===== src/rtl/instr_sequencer_pkg.sv =====
// Shared definitions for the instruction sequencer: opcodes, FSM state
// codes and the register-to-register datapath mux selects.
package instr_sequencer_pkg;

  typedef enum logic [2:0] {
    OP_STORE = 3'b000,
    OP_LOAD  = 3'b001,
    OP_RMOV  = 3'b010,
    OP_ALU   = 3'b011,
    OP_KLOAD = 3'b100
  } opcode_e;

  // FSM state codes, kept as plain constants so older tools and scripts
  // that grep the encoding keep working.
  localparam logic [2:0] ST_IDLE   = 3'd0;
  localparam logic [2:0] ST_RAM_WR = 3'd1;
  localparam logic [2:0] ST_RAM_RD = 3'd2;
  localparam logic [2:0] ST_ROM_RD = 3'd3;
  localparam logic [2:0] ST_GPR_WR = 3'd4;
  localparam logic [2:0] ST_ALU    = 3'd5;
  localparam logic [2:0] ST_ILL    = 3'd6;

  // Datapath mux selects.
  localparam logic [1:0] SEL_RAM2ROM = 2'b00;
  localparam logic [1:0] SEL_ROM2GPR = 2'b01;
  localparam logic [1:0] SEL_RAM2GPR = 2'b10;
  localparam logic [1:0] SEL_ALU2GPR = 2'b11;

endpackage


===== src/rtl/instr_sequencer.sv =====
// Multi-cycle instruction sequencer. Takes one instruction per valid/ready
// handshake and walks the RAM / ROM / GPR / ALU micro-phases it needs.
//
// Handshake: an instruction is consumed on a rising edge where
// instr_valid && instr_ready. instr_ready is high only in IDLE (and only
// once the block is out of reset); a source holding instr_valid while the
// sequencer is busy simply waits, keeping instr stable until consumed.
//
// Strobes are decoded from the state register. Address/code/select fields
// are registers loaded on entry to the state that uses them, so they hold
// their last value when idle and never see instr combinationally.
module instr_sequencer
  import instr_sequencer_pkg::*;
#(
  parameter int RAM_AW   = 2,
  parameter int GPR_AW   = 3,
  parameter int ROM_WAIT = 1
) (
  input  logic                       clk,
  input  logic                       rst_n,
  input  logic                       instr_valid,
  input  logic [3+GPR_AW+RAM_AW-1:0] instr,
  output logic                       instr_ready,
  output logic                       ram_rd_en,
  output logic                       ram_wr_en,
  output logic [RAM_AW-1:0]          ram_addr,
  output logic                       rom_rd_en,
  output logic                       rom_kernel_en,
  output logic                       rom_rst_n,
  output logic                       gpr_rd_en,
  output logic                       gpr_wr_en,
  output logic                       gpr_alu_en,
  output logic [GPR_AW-1:0]          gpr_addr,
  output logic [1:0]                 sel_r2r,
  output logic                       alu_en,
  output logic [GPR_AW-1:0]          alu_code,
  output logic                       done,
  output logic                       illegal,
  output logic [2:0]                 dbg_state
);

  localparam int INSTR_W = 3 + GPR_AW + RAM_AW;
  localparam int CNT_W   = (ROM_WAIT < 2) ? 1 : $clog2(ROM_WAIT + 1);

  logic [INSTR_W-1:0] instr_q;
  logic [INSTR_W-1:0] instr_d;
  logic [2:0]         state_q;
  logic [2:0]         state_d;
  logic [CNT_W-1:0]   cnt_q;
  logic               alive_q;
  logic               accept;

  logic [2:0]         op_d;
  logic [2:0]         op_q;
  logic [RAM_AW-1:0]  ram_fld_d;
  logic [GPR_AW-1:0]  gpr_fld_d;

  assign accept    = instr_valid && instr_ready;
  // Instruction the next state is working on: the incoming word on an
  // accept edge, the captured one otherwise.
  assign instr_d   = accept ? instr : instr_q;
  assign op_d      = instr_d[INSTR_W-1 -: 3];
  assign op_q      = instr_q[INSTR_W-1 -: 3];
  assign ram_fld_d = instr_d[RAM_AW-1:0];
  assign gpr_fld_d = instr_d[RAM_AW +: GPR_AW];

  // Next-state decode of the micro-phase sequence.
  always_comb begin
    state_d = state_q;
    case (state_q)
      ST_IDLE: begin
        if (accept) begin
          case (op_d)
            OP_STORE: state_d = ST_RAM_WR;
            OP_LOAD,
            OP_KLOAD: state_d = ST_RAM_RD;
            OP_RMOV:  state_d = (ram_fld_d == '0) ? ST_ILL : ST_RAM_RD;
            OP_ALU:   state_d = ST_ALU;
            default:  state_d = ST_ILL;
          endcase
        end
      end
      ST_RAM_RD: state_d = (op_q == OP_RMOV) ? ST_GPR_WR : ST_ROM_RD;
      ST_ROM_RD: if (cnt_q == CNT_W'(1)) state_d = ST_GPR_WR;
      default:   state_d = ST_IDLE;
    endcase
  end

  // State, captured instruction, ROM wait counter and reset-release flag.
  always_ff @(posedge clk or negedge rst_n) begin
    if (!rst_n) begin
      state_q <= ST_IDLE;
      instr_q <= '0;
      cnt_q   <= '0;
      alive_q <= 1'b0;
    end else begin
      state_q <= state_d;
      alive_q <= 1'b1;
      if (accept) instr_q <= instr;
      if (state_d == ST_ROM_RD && state_q != ST_ROM_RD) begin
        cnt_q <= CNT_W'(ROM_WAIT);
      end else if (state_q == ST_ROM_RD) begin
        cnt_q <= cnt_q - CNT_W'(1);
      end
    end
  end

  // Held output fields, loaded as the state that uses them is entered.
  always_ff @(posedge clk or negedge rst_n) begin
    if (!rst_n) begin
      ram_addr <= '0;
      gpr_addr <= '0;
      alu_code <= '0;
      sel_r2r  <= '0;
    end else if (state_d != state_q) begin
      case (state_d)
        ST_RAM_WR: ram_addr <= ram_fld_d;
        ST_RAM_RD: begin
          ram_addr <= ram_fld_d;
          if (op_d != OP_RMOV) sel_r2r <= SEL_RAM2ROM;
        end
        ST_GPR_WR: begin
          gpr_addr <= gpr_fld_d;
          sel_r2r  <= (op_d == OP_RMOV) ? SEL_RAM2GPR : SEL_ROM2GPR;
        end
        ST_ALU: begin
          gpr_addr <= gpr_fld_d;
          alu_code <= gpr_fld_d;
          sel_r2r  <= SEL_ALU2GPR;
        end
        default: ;
      endcase
    end
  end

  assign instr_ready   = alive_q && (state_q == ST_IDLE);
  assign rom_rst_n     = alive_q;
  assign ram_wr_en     = (state_q == ST_RAM_WR);
  assign ram_rd_en     = (state_q == ST_RAM_RD);
  assign rom_rd_en     = (state_q == ST_ROM_RD);
  assign rom_kernel_en = (state_q == ST_ROM_RD) && (op_q == OP_KLOAD);
  assign gpr_rd_en     = 1'b0;
  assign gpr_wr_en     = (state_q == ST_GPR_WR);
  assign gpr_alu_en    = (state_q == ST_ALU);
  assign alu_en        = (state_q == ST_ALU);
  assign done          = (state_q == ST_RAM_WR) || (state_q == ST_GPR_WR) ||
                         (state_q == ST_ALU);
  assign illegal       = (state_q == ST_ILL);
  assign dbg_state     = state_q;

endmodule


===== config.mk =====
export PLATFORM = sky130hd
export DESIGN_NAME = instr_sequencer
export DESIGN_NICKNAME = d
export VERILOG_FILES = /design/src/rtl/instr_sequencer_pkg.sv /design/src/rtl/instr_sequencer.sv
export SDC_FILE = /design/constraint.sdc
export NUM_CORES = 1
export LEC_CHECK = 0
export ABC_CLOCK_PERIOD_IN_PS = 4130
export CAP_MARGIN = 15
export CORE_MARGIN = 2
export CORE_UTILIZATION = 39
export CTS_BUF_LIST = sky130_fd_sc_hd__clkbuf_16
export DETAILED_ROUTE_END_ITERATION = 6
export GPL_TIMING_DRIVEN = 0
export PLACE_DENSITY = 0.76
export SLEW_MARGIN = 10
export SYNTH_ARGS = -nofsm -noshare
export SYNTH_HDL_FRONTEND = slang
export SYNTH_SLANG_ARGS = --single-unit

===== constraint.sdc =====
create_clock -name clk -period 4.13 [get_ports clk]
set_input_delay 1.0325 -clock clk [delete_from_list [all_inputs] [get_ports clk]]
set_output_delay 1.0325 -clock clk [all_outputs]
set_load 0.02 [all_outputs]

# Word-level counts from Yosys, hierarchy flattened
# Cells that the tools add are included.
# totals
register_bits	23
inputBits	11
out_inout_bits	25
# op_classes
add_sub_neg	1
eq_ne	21
muxes	12
n_reduce_logical	18
# ops
operator	count
3-bit by 2-bit equality test with 1-bit output (second input constant)	7
3-bit equality test (second input constant)	7
3-bit 2-to-1 mux	4
3-bit case mux with 4 select lines	1
3-bit by 1-bit equality test with 1-bit output (second input constant)	3
3-bit case mux with 3 select lines	1
8-bit 2-to-1 mux	1
3-bit logical NOT	2
3-bit by 2-bit != test with 1-bit output (second input constant)	2
2-bit case mux with 3 select lines	1
2-bit AND reduction	3
2-bit OR reduction	3
1-bit logical AND	4
2-bit 2-to-1 mux	2
3-bit != test	1
3-bit AND reduction	1
3-bit nonzero test	1
2-bit logical NOT	1
1-bit logical OR	2
1-bit 2-to-1 mux	2
2-bit != test (second input constant)	1
2-bit nonzero test	1
1-bit subtractor (second input constant)	1

# Logic depth before layout (Yosys ltp)
# logic_depth
word_depth	12
ltp_mapped	7
depth_no_buf	5

# Worst setup path after synthesis
# No wires, ideal clock.
# synth_path
kind	register to output
startpoint	register state_q[1], in the netlist dbg_state[1]
endpoint	output port rom_kernel_en
arrival_time_ps	1674
setup_slack_ps	1424
path_stages_with_launch	4
path_buffers	0
path_cell_list	dfrtp_1 -> nor2b_1 -> nand2_1 -> nor4b_1
# synth_via
elab_chain_cells	2
# synth_rtl
element	line_no	rtl
start: declaration	instr_sequencer.sv:47	logic [2:0] state_q;
start signal: assignment	instr_sequencer.sv:97	state_q <= state_d;
3-bit by 2-bit equality test with 1-bit output	instr_sequencer.sv:141	assign rom_kernel_en = (state_q == ST_ROM_RD) && (op_q == OP_KLOAD);
1-bit logical AND	instr_sequencer.sv:141	
end: declaration	instr_sequencer.sv:28	output logic rom_kernel_en,
# No other way between the ends.

# Worst setup path after layout
# Ends and elaborated chain as after synthesis.

==> results by group <==
Outcome
  – Result of the run: finished clean

Power and ir drop
  – Combinational power share: 49.5%
  – Share of total power consumed by net switching: 36.2%
  – Switching power: 409 µW
  – Part of the total power dissipated in the clock network: 17.9%
  – Design internal power: 721 µW
  – Areal power density over the cells: 731 nW/µm²
  – P_leak: 0.000700 µW
  – Peak ir drop on the vdd network: 482 µV
  – Sequential cell fraction of total power: 32.6%

Route
  – Number of DRC markers after the initial detailed-route iteration: 14
  – Total Wirelength: 2.22 mm
  – Via count normalized by instance count: 5.03
  – DRC violations left: 0
  – First-pass DRT Iterations: 4
  – Routed wire per std cell: 13.4 µm
  – Antenna Nets Post-Route: 0
  – Routed vias: 830

Worst setup path
  – Worst Setup Path Type: reg2out
  – Dominant delay contributor by cell family on the critical path: simple AND/OR/NAND/NOR gates
  – FF-to-FF path depth: 6
  – Crit path launch type: register
  – Kind of end point of the critical path: primary output
  – Crit path cell chain: nor2b_1 > nand2_1 > nor4b_1 > clkdlybuf4s50_1
  – Critical path required time: 3.10 ns
  – Crit path arrival time: 2.10 ns
  – Setup slack on the worst flop-to-flop path: 2.19 ns
  – Capture instance of the worst register-to-register path: gpr_addr[2]$_DFFE_PN0P_
  – CP Buf/Inv Count: 1
  – Slowest CP cell: sky130_fd_sc_hd__clkdlybuf4s50_1
  – Critical path peak fanout: 9
  – Worst setup path start: dbg_state[1]$_DFF_PN0_
  – Highest cell delay on the worst timing path: 0.66 ns
  – R2R Path Start: dbg_state[1]$_DFF_PN0_

Die
  – Placeable core area: 2710 µm²
  – Die outline height: 56.8 µm
  – Top-level I/O count: 36
  – X dimension of the die: 56.8 µm
  – Number of standard-cell rows in the floorplan: 19
  – Effective utilization at floorplan: 40.1%
  – Area of the die: 3220 µm²

Cells and area
  – Share of cells above drive strength 1: 23.9%
  – Footprint of the multi-input gates: 507 µm²
  – Area occupied by registers: 526 µm²
  – Post-route non-filler standard cell count: 165
  – Fillers: 251
  – Total number of nets in the final design: 146
  – Layout-stage area growth over the synthesis result: 42.3%
  – Commonest non-fill, non-tap cell in the layout: sky130_fd_sc_hd__clkdlybuf4s50_1
  – Top library cells by usage in the layout, fill and taps aside: 34 x sky130_fd_sc_hd__clkdlybuf4s50_1, 21 x sky130_fd_sc_hd__dfrtp_1, 19 x sky130_fd_sc_hd__nand2_1
  – Number of diodes added for antenna fixing: 0

Yosys
  – Average cell area after synthesis: 11.3 µm²
  – Synthesized netlist net count: 107
  – Cell types with the largest area share after synthesis: sky130_fd_sc_hd__dfrtp_1 48%, sky130_fd_sc_hd__mux2_4 8.3%, sky130_fd_sc_hd__nand2_1 6.6%
  – Netlist area before placement: 1090 µm²
  – Yosys Warn Count: 0
  – Area share of the leading cell type in the synthesized netlist: 48.4%
  – Share of synthesized area occupied by flip-flops and latches: 48.4%
  – Register bit total from synthesis: 21
  – Largest area contributor in the synthesized netlist: sky130_fd_sc_hd__dfrtp_1
  – Number of distinct standard cells referenced by the synthesized netlist: 34
  – Cells after Synth: 96

Placed design
  – Global placement routability congestion: 0.803
  – Number of placed instances, taps included: 161
  – Placed wire-length estimate: 1.70 mm
  – IO Port Bufs: 34

Clocking
  – Root Buffer: sky130_fd_sc_hd__clkbuf_16
  – Worst-Skew Late Latency: 0.25 ns
  – Number of sinks handled by clock tree synthesis: 21
  – Max clock buf depth: 2
  – Post-CTS setup buffer count: 0
  – CTS tree: built
  – Post-CTS Resized: 0
  – CTS Buf Count: 3
  – CTS H-tree depth: 1
  – CTS clk-pin slew, worst paths: 0.05 ns
  – Quantity of hold-fixing buffers added after cts: 0

STA
  – Worst slew slack as a fraction of its limit: 39.1%
  – Transition at the pin with the smallest max-transition slack: 0.911 ns
  – Final-layout worst hold slack: 0.481 ns
  – Setup repair after global routing missed its margin: false
  – Final critical delay including setup and external delays: 3.14 ns
  – Share of the cycle needed by the critical path after routing: 75.9%
  – Highest achievable clock rate: 0.319 GHz
  – Final setup violation count: 0
  – Hold violation count in the final report: 0
  – Setup TNS: 0 ns
  – Final slew viol count: 0
  – Worst Skew: 0.00343 ns

Global route
  – Wire length of the first global-routing pass: 3.77 mm
  – Antenna violations before repair: 0
  – Overall track demand over capacity in global routing: 14.9%
  – Largest net degree at the start of global routing: 22
  – Total grt overflow: 0
  – Number of global-route vias before repair: 846

Min path
  – Number of stages on the worst hold path: 2
  – Startpoint of the lowest-slack hold path: instr_q[4]$_DFF_PN0_
  – End of the worst hold path: instr_q[4]$_DFF_PN0_
  – Hold/Removal Path Class: reg2reg

Flow run
  – Max capacitance violation total: 0
-- cell families (layout without fill, tap and decap cells) --
| family | after synthesis | count (layout) | share of synthesized area [%] |
|---|---|---|---|
| other | 2 | 2 | 0.692 |
| and+or+nand+nor | 40 | 40 | 21.7 |
| xor gates and xnor gates | 1 | 1 | 0.807 |
| muxes | 11 | 11 | 13.4 |
| DFF | 21 | 21 | 48.4 |
| buffers and inverters | 8 | 46 | 4.95 |
| AOI/OAI and AO/OA | 13 | 13 | 10.1 |
-- through the flow --
stage	instance area [µm²]	power, µW	setup slack, ns	util, %
global route	1550	1200	0.921	57.0
CTS	1550	1140	0.981	57.0
floorplan	1090	700	1.42	-
finish	1550	1130	0.994	57.0
global placement	1470	917	1.16	54.1
detailed placement	1470	933	1.15	54.1
-- power groups by stage --
stage	Combinational [µW]	Clock [µW]	Sequential (µW)
floorplan	269	0	432
global placement	550	0	367
detailed placement	561	0	372
CTS	566	206	371
global route	602	214	382
finish	559	203	368
-- worst register-to-register path, stage by stage, from the launching register on --
cell and delay, ns:
sky130_fd_sc_hd__dfrtp_1 0.48, sky130_fd_sc_hd__nor4b_4 0.37, sky130_fd_sc_hd__and2_1 0.19, sky130_fd_sc_hd__buf_6 0.13
sky130_fd_sc_hd__nand2_4 0.06, sky130_fd_sc_hd__a21oi_4 0.27, sky130_fd_sc_hd__mux2_4 0.33
-- layer usage --
metal	track usage, %	wire length, µm	part of all wire [%]	vias to the layer above
li1	-	-	-	400
met1	18.4	909	41	396
met2	26.2	1140	51	31
met3	3.46	145	6.5	3
met4	3.99	24	1.1	0
met5	0	0	0	-
-- how the worst max path moves through the flow --
| stage | to | slack, ns | cells after the start |
|---|---|---|---|
| floorplan | rom_kernel_en | 1.42 | 3 |
| global placement | gpr_addr[0]$_DFFE_PN0P_ | 1.16 | 6 |
| detailed placement | gpr_addr[1]$_DFFE_PN0P_ | 1.15 | 6 |
| CTS | rom_kernel_en | 0.98 | 4 |
| global route | rom_kernel_en | 0.92 | 4 |
| finish | rom_kernel_en | 0.99 | 4 |
-- area by class of cell --
| cell class | instances | share of cell area [%] |
|---|---|---|
| Buffer | 5 | 2.75 |
| Clock buffer | 3 | 4.86 |
| Clock inverter | 1 | 0.324 |
| Inverter | 3 | 0.729 |
| Multi-Input combinational cell | 67 | 32.8 |
| Sequential cell | 21 | 34.0 |
| Tap cell | 31 | 2.51 |
| Timing Repair Buffer | 34 | 22.0 |
-- Yosys cell counts (all sizes together) --
| library cell | n |
|---|---|
| nand2b | 1 |
| or2 | 1 |
| xor2 | 1 |
| nor2 | 7 |
| nand3 | 1 |
| buf | 5 |
| inv | 3 |
| dfrtp | 21 |
| nor3b | 3 |
| o21ai | 3 |
| mux2i | 1 |
| nor4b | 2 |
| a21oi | 5 |
| mux2 | 10 |
| o41ai | 2 |
| and3b | 2 |
| a21o | 1 |
| and2 | 1 |
| nand2 | 20 |
| nor2b | 1 |
| o22a | 1 |
| or4b | 1 |
| conb | 2 |
| o31a | 1 |
-- flip-flops by register name (all words and copies together) (netlist names) --
register,count
alu_code,3
cnt_q,1
dbg_state,3
gpr_addr,3
instr_q,6
ram_addr,2
rom_rst_n,1
sel_r2r,2
Note: power is estimated with default switching activity, not from simulation.
==> variant, RTL diff (same flow settings) <==
Set the parameter `RAM_AW` to 1 (it was 2).
--- a/src/rtl/instr_sequencer.sv
+++ b/src/rtl/instr_sequencer.sv
@@ -12,7 +12,7 @@
 module instr_sequencer
   import instr_sequencer_pkg::*;
 #(
-  parameter int RAM_AW   = 2,
+  parameter int RAM_AW   = 1,
   parameter int GPR_AW   = 3,
   parameter int ROM_WAIT = 1
 ) (
Interface: changed (resized instr and ram_addr); port bits go from 36 to 34. No check against the original RTL was run, so the function may have changed too.
==> variant against the unedited design <==
  * Sequential cell count fell by 1
  * Power rose by 0.38%
  * Register-to-register slack got worse by 220 ps
  * Critical path type unchanged
  * Routed wire length fell by 8.0%
  * Sequential share of layout area fell by 0.34 points
  * Synthesized area fell by 3.0%
  * Global-route usage fell by 1.5 points
  * Setup slack improved by 150 ps
  * Final area fell by 3.8%
==> variant: results (changes against the unedited design) <==
| Metric | Value |
|---|---|
| Max-slew violation count | 0 (unchanged) |
| Via count | 777 (-6.4%) |
| Vias in the first global route | 753 (-11%) |
| Least-Margin Pin Slew | 872 ps (-39.2 ps) |
| Net switching power | 0.000382 W (-6.5%) |
| Filler cell count | 226 (-10%) |
| Top cells by area, synth | dfrtp_1 48%, mux2_2 8.6%, mux2_4 4.3% |
| WHS Endpoint | ram_addr |
| Final Skew | 4.45 ps (+1.03 ps) |
| Leakage | 0.657 nW (-6.2%) |
| Cells after DPL | 150 (-6.8%) |
| Pin count of the biggest net entering global routing | 21 (-4.5%) |
| Max VDD drop | 0.502 mV (+4.2%) |
| Yosys top cell area share | 47.5% (-0.88 points) |
| Clock-pin slew on the worst setup and hold paths | around 60 ps |
| Hold depth | 2 (unchanged) |
| Final wirelength | 2040 um (-8.0%) |
| Worst reg-to-reg setup slack | 1970 ps (-220 ps) |
| Slowest CP cell | clkdlybuf4s50_1 |
| Post-DP HPWL | 1550 um (-8.7%) |
| Clock latency on the worst-skew pair | 250 ps (about the same) |
| Critical Path End | rom_kernel_en |
| Port Buf Inserts | 29 (-15%) |
| Final WS setup | 1140 ps (+149 ps) |
| Critical path startpoint | dbg_state[2] |
| Outcome | completed |
| CTS buffer count | 3 (unchanged) |
| 1st-iter DRT viols | 1 (-13) |
| Hold_sp | ram_addr |
| Syn_nets | 101 (-5.6%) |
| Gr usage total | 13.4% (-1.5 points) |
| Share of post-route cells with drive strength above 1 | 19.4% (-4.5 points) |
| CP delay by family, top | buffers and inverters |
| Post-synthesis mux area share | 12.8% (-0.54 points) |
| Clk root buf | clkbuf_16 |
| Final nets | 135 (-7.5%) |
| First-pass GRT wire length | 3370 um (-10%) |
| Placer Congestion | 0.722 (-10%) |
| Synth Area in Compound Gates | 14.6% (+4.5 points) |
| Vias per cell | 5.05 (+0.30%) |
| DRT Pass-1 Iters | 4 (unchanged) |
| Synth cell count leaders | 20 x dfrtp_1, 8 x mux2_2, 6 x nand2_1, 6 x nor2_1, 5 x a21oi_1 |
| CP arrival | 1950 ps (-150 ps) |
| Placement Setup Slack | 1360 ps (+208 ps) |
| Register area share after synthesis | 47.5% (-0.88 points) |
| Post-Synth XOR/XNOR Area | 1.66% (+0.86 points) |
| Distinct cells, synth | 36 (+5.9%) |
| Cells after Synth | 91 (-5.2%) |
| Reg-to-reg startpoint | dbg_state[0] |
==> variant: area by class of cell <==
| cell class | instances | share of cell area [%] |
|---|---|---|
| clock inverters | 1 | 2.02 |
| plain buffers | 7 | 2.78 |
| multi-input cells | 62 | 33.9 |
| inverters | 2 | 0.505 |
| clock buffers | 3 | 5.05 |
| flip-flops and latches | 20 | 33.7 |
| well taps | 30 | 2.53 |
| repair buffers | 29 | 19.5 |
==> variant: per-stage QoR <==
stage	instance area, um^2	utilization [%]	hold WS, ps	total power [W]
after CTS	1490	58.9	499	0.00115
after detailed placement	1380	54.8	484	0.000886
final	1490	58.9	487	0.00113
after global placement	1380	54.8	470	0.000871
after floorplan	1050	-	480	0.000672
after global routing	1490	58.9	529	0.00120
==> variant: power by group through the flow <==
stage	logic [W]	clock network, W	registers (W)
2_1_floorplan	0.000253	0	0.000418
3_3_place_gp	0.000512	0	0.000359
3_5_place_dp	0.000522	0	0.000364
4_1_cts	0.000524	0.000266	0.000363
5_1_grt	0.000551	0.000277	0.000376
6_report	0.000516	0.000258	0.000360
==> variant: logic make-up (layout without fill, tap and decap cells) <==
kind of cell	Yosys count	count (layout)
multiplexers	11	11
AND/OR/NAND/NOR	28	28
other	2	2
AO/OA/AOI/OAI	19	19
flip-flops	20	20
XOR/XNOR	2	2
buffers and inverters	9	42
==> variant: per-layer routing <==
metal	GRT usage (%)	vias to the layer above	share of wire, %
met5	0	-	0
met4	4.08	0	0
met3	2.33	0	5.2
met2	24.7	24	51
met1	15.7	366	43
li1	-	387	-
==> variant: worst min-delay path, stage by stage, from the launching register on <==
cell	delay, ps
dfrtp_1	330
nand2_1	50
o21ai_0	70
